**config.mk**
```make
export PLATFORM = sky130hd
export DESIGN_NAME = gru_matvec_sched
export DESIGN_NICKNAME = d
export VERILOG_FILES = /design/src/rtl/gru_matvec_sched_pkg.sv /design/src/rtl/gru_matvec_sched.sv
export SDC_FILE = /design/constraint.sdc
export NUM_CORES = 1
export LEC_CHECK = 0
export ABC_AREA = 1
export CELL_PAD_IN_SITES_DETAIL_PLACEMENT = 0
export CELL_PAD_IN_SITES_GLOBAL_PLACEMENT = 1
export CORE_MARGIN = 2
export CORE_UTILIZATION = 32
export DETAILED_ROUTE_END_ITERATION = 16
export GPL_ROUTABILITY_DRIVEN = 0
export GPL_TIMING_DRIVEN = 0
export PLACE_DENSITY = 0.95
export SKIP_CTS_REPAIR_TIMING = 1
export SYNTH_ARGS = -nofsm -noshare
export SYNTH_HDL_FRONTEND = slang
export SYNTH_SLANG_ARGS = --single-unit
```
**constraint.sdc**
```tcl
create_clock -name clk_i -period 2.75 [get_ports clk_i]
set_clock_uncertainty 0.2 [all_clocks]
set_input_delay 0.55 -clock clk_i [delete_from_list [all_inputs] [get_ports clk_i]]
set_output_delay 0.55 -clock clk_i [all_outputs]
set_load 0.005 [all_outputs]
```
**src/rtl/gru_matvec_sched_pkg.sv**
```systemverilog
// Shared types and constants for the GRU mat-vec scheduler.
package gru_matvec_sched_pkg;

    localparam int unsigned X          = 4;
    localparam int unsigned H          = 4;
    localparam int unsigned DATA_WIDTH = 8;
    localparam int unsigned NUM_OPS    = 6;
    localparam int unsigned OP_W       = 3;

    localparam int unsigned VEC_W = X * DATA_WIDTH;
    localparam int unsigned MAT_W = X * H * DATA_WIDTH;
    localparam int unsigned RES_W = H * DATA_WIDTH;

    // Gate product order: even ops use x, odd ops use h.
    localparam logic [OP_W-1:0] OP_WZ = 3'd0;
    localparam logic [OP_W-1:0] OP_UZ = 3'd1;
    localparam logic [OP_W-1:0] OP_WR = 3'd2;
    localparam logic [OP_W-1:0] OP_UR = 3'd3;
    localparam logic [OP_W-1:0] OP_WH = 3'd4;
    localparam logic [OP_W-1:0] OP_UH = 3'd5;

    typedef enum logic [2:0] {
        S_IDLE  = 3'd0,
        S_FETCH = 3'd1,
        S_LOAD  = 3'd2,
        S_MUL   = 3'd3,
        S_OUT   = 3'd4,
        S_DONE  = 3'd5
    } state_e;

endpackage

```
**src/rtl/gru_matvec_sched.sv**
```systemverilog
// Time-multiplexes one shared mat-vec multiplier across the six GRU gate
// products, fetching weights from ROM and streaming results on valid/ready.
module gru_matvec_sched
    import gru_matvec_sched_pkg::*;
(
    input  logic             clk_i,
    input  logic             rst_i,
    input  logic             start_i,
    input  logic [VEC_W-1:0] x_vec_i,
    input  logic [VEC_W-1:0] h_vec_i,
    output logic             w_rd_o,
    output logic [OP_W-1:0]  w_addr_o,
    input  logic [MAT_W-1:0] w_data_i,
    output logic [MAT_W-1:0] mult_a_o,
    output logic [VEC_W-1:0] mult_b_o,
    input  logic [RES_W-1:0] mult_c_i,
    output logic             res_valid_o,
    input  logic             res_ready_i,
    output logic [RES_W-1:0] res_data_o,
    output logic [OP_W-1:0]  res_op_o,
    output logic             busy_o,
    output logic             done_o
);

    state_e           state_q, state_d;
    logic [OP_W-1:0]  op_q, op_d;
    logic [VEC_W-1:0] x_q, x_d;
    logic [VEC_W-1:0] h_q, h_d;
    logic [MAT_W-1:0] a_q, a_d;
    logic [VEC_W-1:0] b_q, b_d;
    logic [RES_W-1:0] res_data_q, res_data_d;
    logic [OP_W-1:0]  res_op_q, res_op_d;
    logic             w_rd_q, w_rd_d;
    logic [OP_W-1:0]  w_addr_q, w_addr_d;
    logic             res_valid_q, res_valid_d;
    logic             busy_q, busy_d;
    logic             done_q, done_d;

    // State, operand, result and registered-output update; reset drops any in-flight ROM data.
    always_ff @(posedge clk_i) begin
        if (rst_i) begin
            state_q     <= S_IDLE;
            op_q        <= '0;
            x_q         <= '0;
            h_q         <= '0;
            a_q         <= '0;
            b_q         <= '0;
            res_data_q  <= '0;
            res_op_q    <= '0;
            w_rd_q      <= 1'b0;
            w_addr_q    <= '0;
            res_valid_q <= 1'b0;
            busy_q      <= 1'b0;
            done_q      <= 1'b0;
        end else begin
            state_q     <= state_d;
            op_q        <= op_d;
            x_q         <= x_d;
            h_q         <= h_d;
            a_q         <= a_d;
            b_q         <= b_d;
            res_data_q  <= res_data_d;
            res_op_q    <= res_op_d;
            w_rd_q      <= w_rd_d;
            w_addr_q    <= w_addr_d;
            res_valid_q <= res_valid_d;
            busy_q      <= busy_d;
            done_q      <= done_d;
        end
    end

    // Next-state logic; outputs are decoded from the next state so they are registered yet cycle-aligned with the state.
    always_comb begin
        state_d    = state_q;
        op_d       = op_q;
        x_d        = x_q;
        h_d        = h_q;
        a_d        = a_q;
        res_data_d = res_data_q;
        res_op_d   = res_op_q;

        case (state_q)
            S_IDLE: begin
                if (start_i) begin
                    x_d     = x_vec_i;
                    h_d     = h_vec_i;
                    op_d    = '0;
                    state_d = S_FETCH;
                end
            end
            S_FETCH: state_d = S_LOAD;
            S_LOAD: begin
                a_d     = w_data_i;
                state_d = S_MUL;
            end
            S_MUL: begin
                res_data_d = mult_c_i;
                res_op_d   = op_q;
                state_d    = S_OUT;
            end
            S_OUT: begin
                if (res_valid_q && res_ready_i) begin
                    if (op_q == OP_W'(NUM_OPS - 1)) begin
                        state_d = S_DONE;
                    end else begin
                        op_d    = op_q + OP_W'(1);
                        state_d = S_FETCH;
                    end
                end
            end
            S_DONE:  state_d = S_IDLE;
            default: state_d = S_IDLE;
        endcase

        w_rd_d      = (state_d == S_FETCH);
        w_addr_d    = (state_d == S_FETCH) ? op_d : '0;
        res_valid_d = (state_d == S_OUT);
        busy_d      = (state_d == S_FETCH) || (state_d == S_LOAD) ||
                      (state_d == S_MUL)   || (state_d == S_OUT);
        done_d      = (state_d == S_DONE);
        b_d         = op_d[0] ? h_d : x_d;
    end

    assign w_rd_o      = w_rd_q;
    assign w_addr_o    = w_addr_q;
    assign mult_a_o    = a_q;
    assign mult_b_o    = b_q;
    assign res_valid_o = res_valid_q;
    assign res_data_o  = res_data_q;
    assign res_op_o    = res_op_q;
    assign busy_o      = busy_q;
    assign done_o      = done_q;

endmodule

```
==> results.py <==
metrics = {
    "critical_path": {
        "path_max_fanout": 3,
        "max_stage_delay_ns": 0.59,
        "path_delay_family": "buffers and inverters",
        "critPathBufInv": 1,
        "setup.worst_path.start_class": "flop",
        "critical_path_class": "flop to output port",
        "arrival_ns": 1.50,
        "cp-end-kind": "output port",
        "worstPathCellList": "clkdlybuf4s50_1",
        "cp.required_ns": 2.00,
        "cpMaxStageDelayCell": "clkdlybuf4s50_1",
    },
    "sta": {
        "worst_pin_slew_ns": 0.545,
        "finalMaxSlewViolations": 0,
        "finalCritPeriodShare_pct": 81.7,
        "setup_viol": 0,
        "tns_ns": 0,
        "slew_headroom_pct": 63.7,
        "layout_min_cycle_time_ns": 2.25,
        "grt_setup_unrepaired": "no",
        "max_freq_mhz": 445,
        "hold_violations": 0,
    },
    "yosys": {
        "ys_top_cells_by_count": "nor2_1, dfxtp_1, nand2_1",
        "synth-simple-area-share_pct": 23.7,
        "synth_edf_count": 0,
        "synth_compound_area_share_pct": 12.5,
        "yosys-mux-area-fraction_pct": 0,
        "synthCells": 1285,
        "ys_seq_area_share_pct": 55.1,
        "ys_seq_elements": 272,
        "synth_adder_area_share_pct": 0.253,
        "yosysTopAreaCell": "dfxtp_1",
        "syn_avg_cell_area_um2": 7.69,
        "synth_area_leaders": "dfxtp_1, nor2_1, o21ai_0, nand2_1, inv_1",
        "syn_nets": 1515,
        "netlist_area_um2": 9880,
        "synthXorXnorAreaFrac_pct": 0,
        "ys.flop_type": "dfxtp_1",
        "synth_top_family_by_area": "simple AND/OR/NAND/NOR gates",
        "synth-async-reset-ratio_pct": 0,
        "synth_cell_types": 30,
        "synth_top_area_share_pct": 55.1,
        "ys_warn_count": 0,
        "yosysMostFrequentCell": "nor2_1",
    },
    "global_route": {
        "grt.overflow.total": 0,
        "grt_pass1_wl_um": 53500,
        "grt_util_all_layers_pct": 20.3,
        "grt_max_degree": 15,
        "first_global_vias": 9931,
        "antenna_found_initial": 1,
    },
    "floorplan": {
        "die_x_um": 180,
        "die_area_um2": 32300,
        "rows": 64,
        "die_h_um": 180,
        "start_util_pct": 32.4,
        "coreArea_um2": 30500,
        "ioPinCount": 430,
    },
    "placed_design": {
        "placedInstanceArea_um2": 14700,
        "dpl.hpwl_um": 25400,
        "io_buffer_count": 428,
    },
    "cts": {
        "ctsLongestPathBuffers": 3,
        "clockRootBuffer": "clkbuf_16",
        "worstSkewPairLatency_ns": 0.55,
        "path_clk_slew_ns": 0.06,
        "cts_inserted_buffers": 30,
        "cts_tree": "yes",
        "cts.sinks": 272,
        "htree_num_levels": 1,
    },
    "layout": {
        "final_area_um2": 15800,
        "fillCellCount": 2863,
        "syn_to_final_growth_pct": 59.4,
        "nets": 1975,
        "drive_above_1_share_pct": 7.02,
    },
    "drt": {
        "dr.pass1.iters": 5,
        "via_per_inst": 4.55,
        "post_drt_wl_per_cell_um": 15.7,
        "num_vias": 9845,
        "drc_errors": 0,
        "antenna_left": 0,
        "first_iter_violations": 458,
        "wl_um": 33900,
    },
    "power": {
        "peakVddDrop_uv": 558,
        "powerDensity_nw_per_um2": 702,
        "leakage_nw": 7.04,
    },
    "hold_path": {
        "hold_path_class": "input port to flop",
    },
    "run_status": {
        "outcome": "finished clean",
    },
    "run": {
        "maxCapViolCount": 0,
    },
}
[power breakdown]
| part | internal [mW] | leakage [nW] | switching, mW | total (mW) |
|---|---|---|---|---|
| sequential | 4.37 | 2.23 | 0.179 | 4.55 |
| clock | 2.80 | 0.534 | 1.64 | 4.44 |
| combinational | 1.12 | 4.28 | 0.954 | 2.08 |
| total | 8.29 | 7.04 | 2.77 | 11.1 |
[placed cells by master (no fill, tap or decap), drive strengths merged]
cell type	instances
diode	1
nor4	1
clkinv	3
nand2	171
o21ai	165
bufinv	6
nor3	3
clkbuf	79
buf	46
a31oi	1
nor2	370
dfxtp	272
a21oi	67
nand3	37
ha	2
nand4	4
inv	112
clkdlybuf4s50	428
[metal layers]
| metal | track usage, % | part of all wire (%) | vias up |
|---|---|---|---|
| li1 | - | - | 4928 |
| met4 | 6.80 | 3.1 | 0 |
| met5 | 0 | 0 | - |
| met1 | 24.4 | 42 | 4508 |
| met2 | 35.1 | 48 | 343 |
| met3 | 5.45 | 7.3 | 66 |
[through the flow]
step	hold WS, ns	cells	util (%)	power, mW	setup slack (ns)
after floorplan	0.251	1285	-	5.43	0.997
after global placement	0.258	2109	48.1	6.67	0.156
after detailed placement	0.264	2109	48.1	6.70	0.173
after CTS	0.120	2163	51.6	11.2	0.477
after global routing	0.144	2164	51.6	11.6	0.442
final	0.146	2164	51.6	11.1	0.503
[state kept, by name (all words and copies together) (netlist names)]
signal       flops
w_rd_o           1
x_q             32
res_op_o         3
state_q          3
op_q             3
res_data_o      32
busy_o           1
mult_b_o        32
done_o           1
mult_a_o       128
w_addr_o         3
res_valid_o      1
h_q             32
[area by class of cell]
class,count,area (um2),share of cell area (%)
Antenna cell,1,2.50,0.0159
Inverter,113,425,2.70
Sequential cell,272,5450,34.6
Clock inverter,8,190,1.21
Tap cell,396,495,3.14
Buffer,79,415,2.64
Multi-Input combinational cell,821,3600,22.8
Clock buffer,46,902,5.73
Timing Repair Buffer,428,4280,27.2
[cells by family (layout without fill, tap and decap cells)]
group	after synthesis	in the layout
AO/OA/AOI/OAI	233	233
adder cells (fa/ha/maj)	2	2
buffers and inverters	192	674
flip-flops	272	272
other	0	1
AND/OR/NAND/NOR	586	586
[worst paths after layout]
path,from,to,slack (ns),cells past startpoint
setup / recovery,res_valid_o,res_valid_o,0.50,1
hold reg to reg,h_q[28],h_q[28],0.27,2
hold / removal,rst_i,h_q[1],0.15,2
setup reg to reg,op_q[1],mult_b_o[14],0.72,11
(Power assumes the default switching activity.)
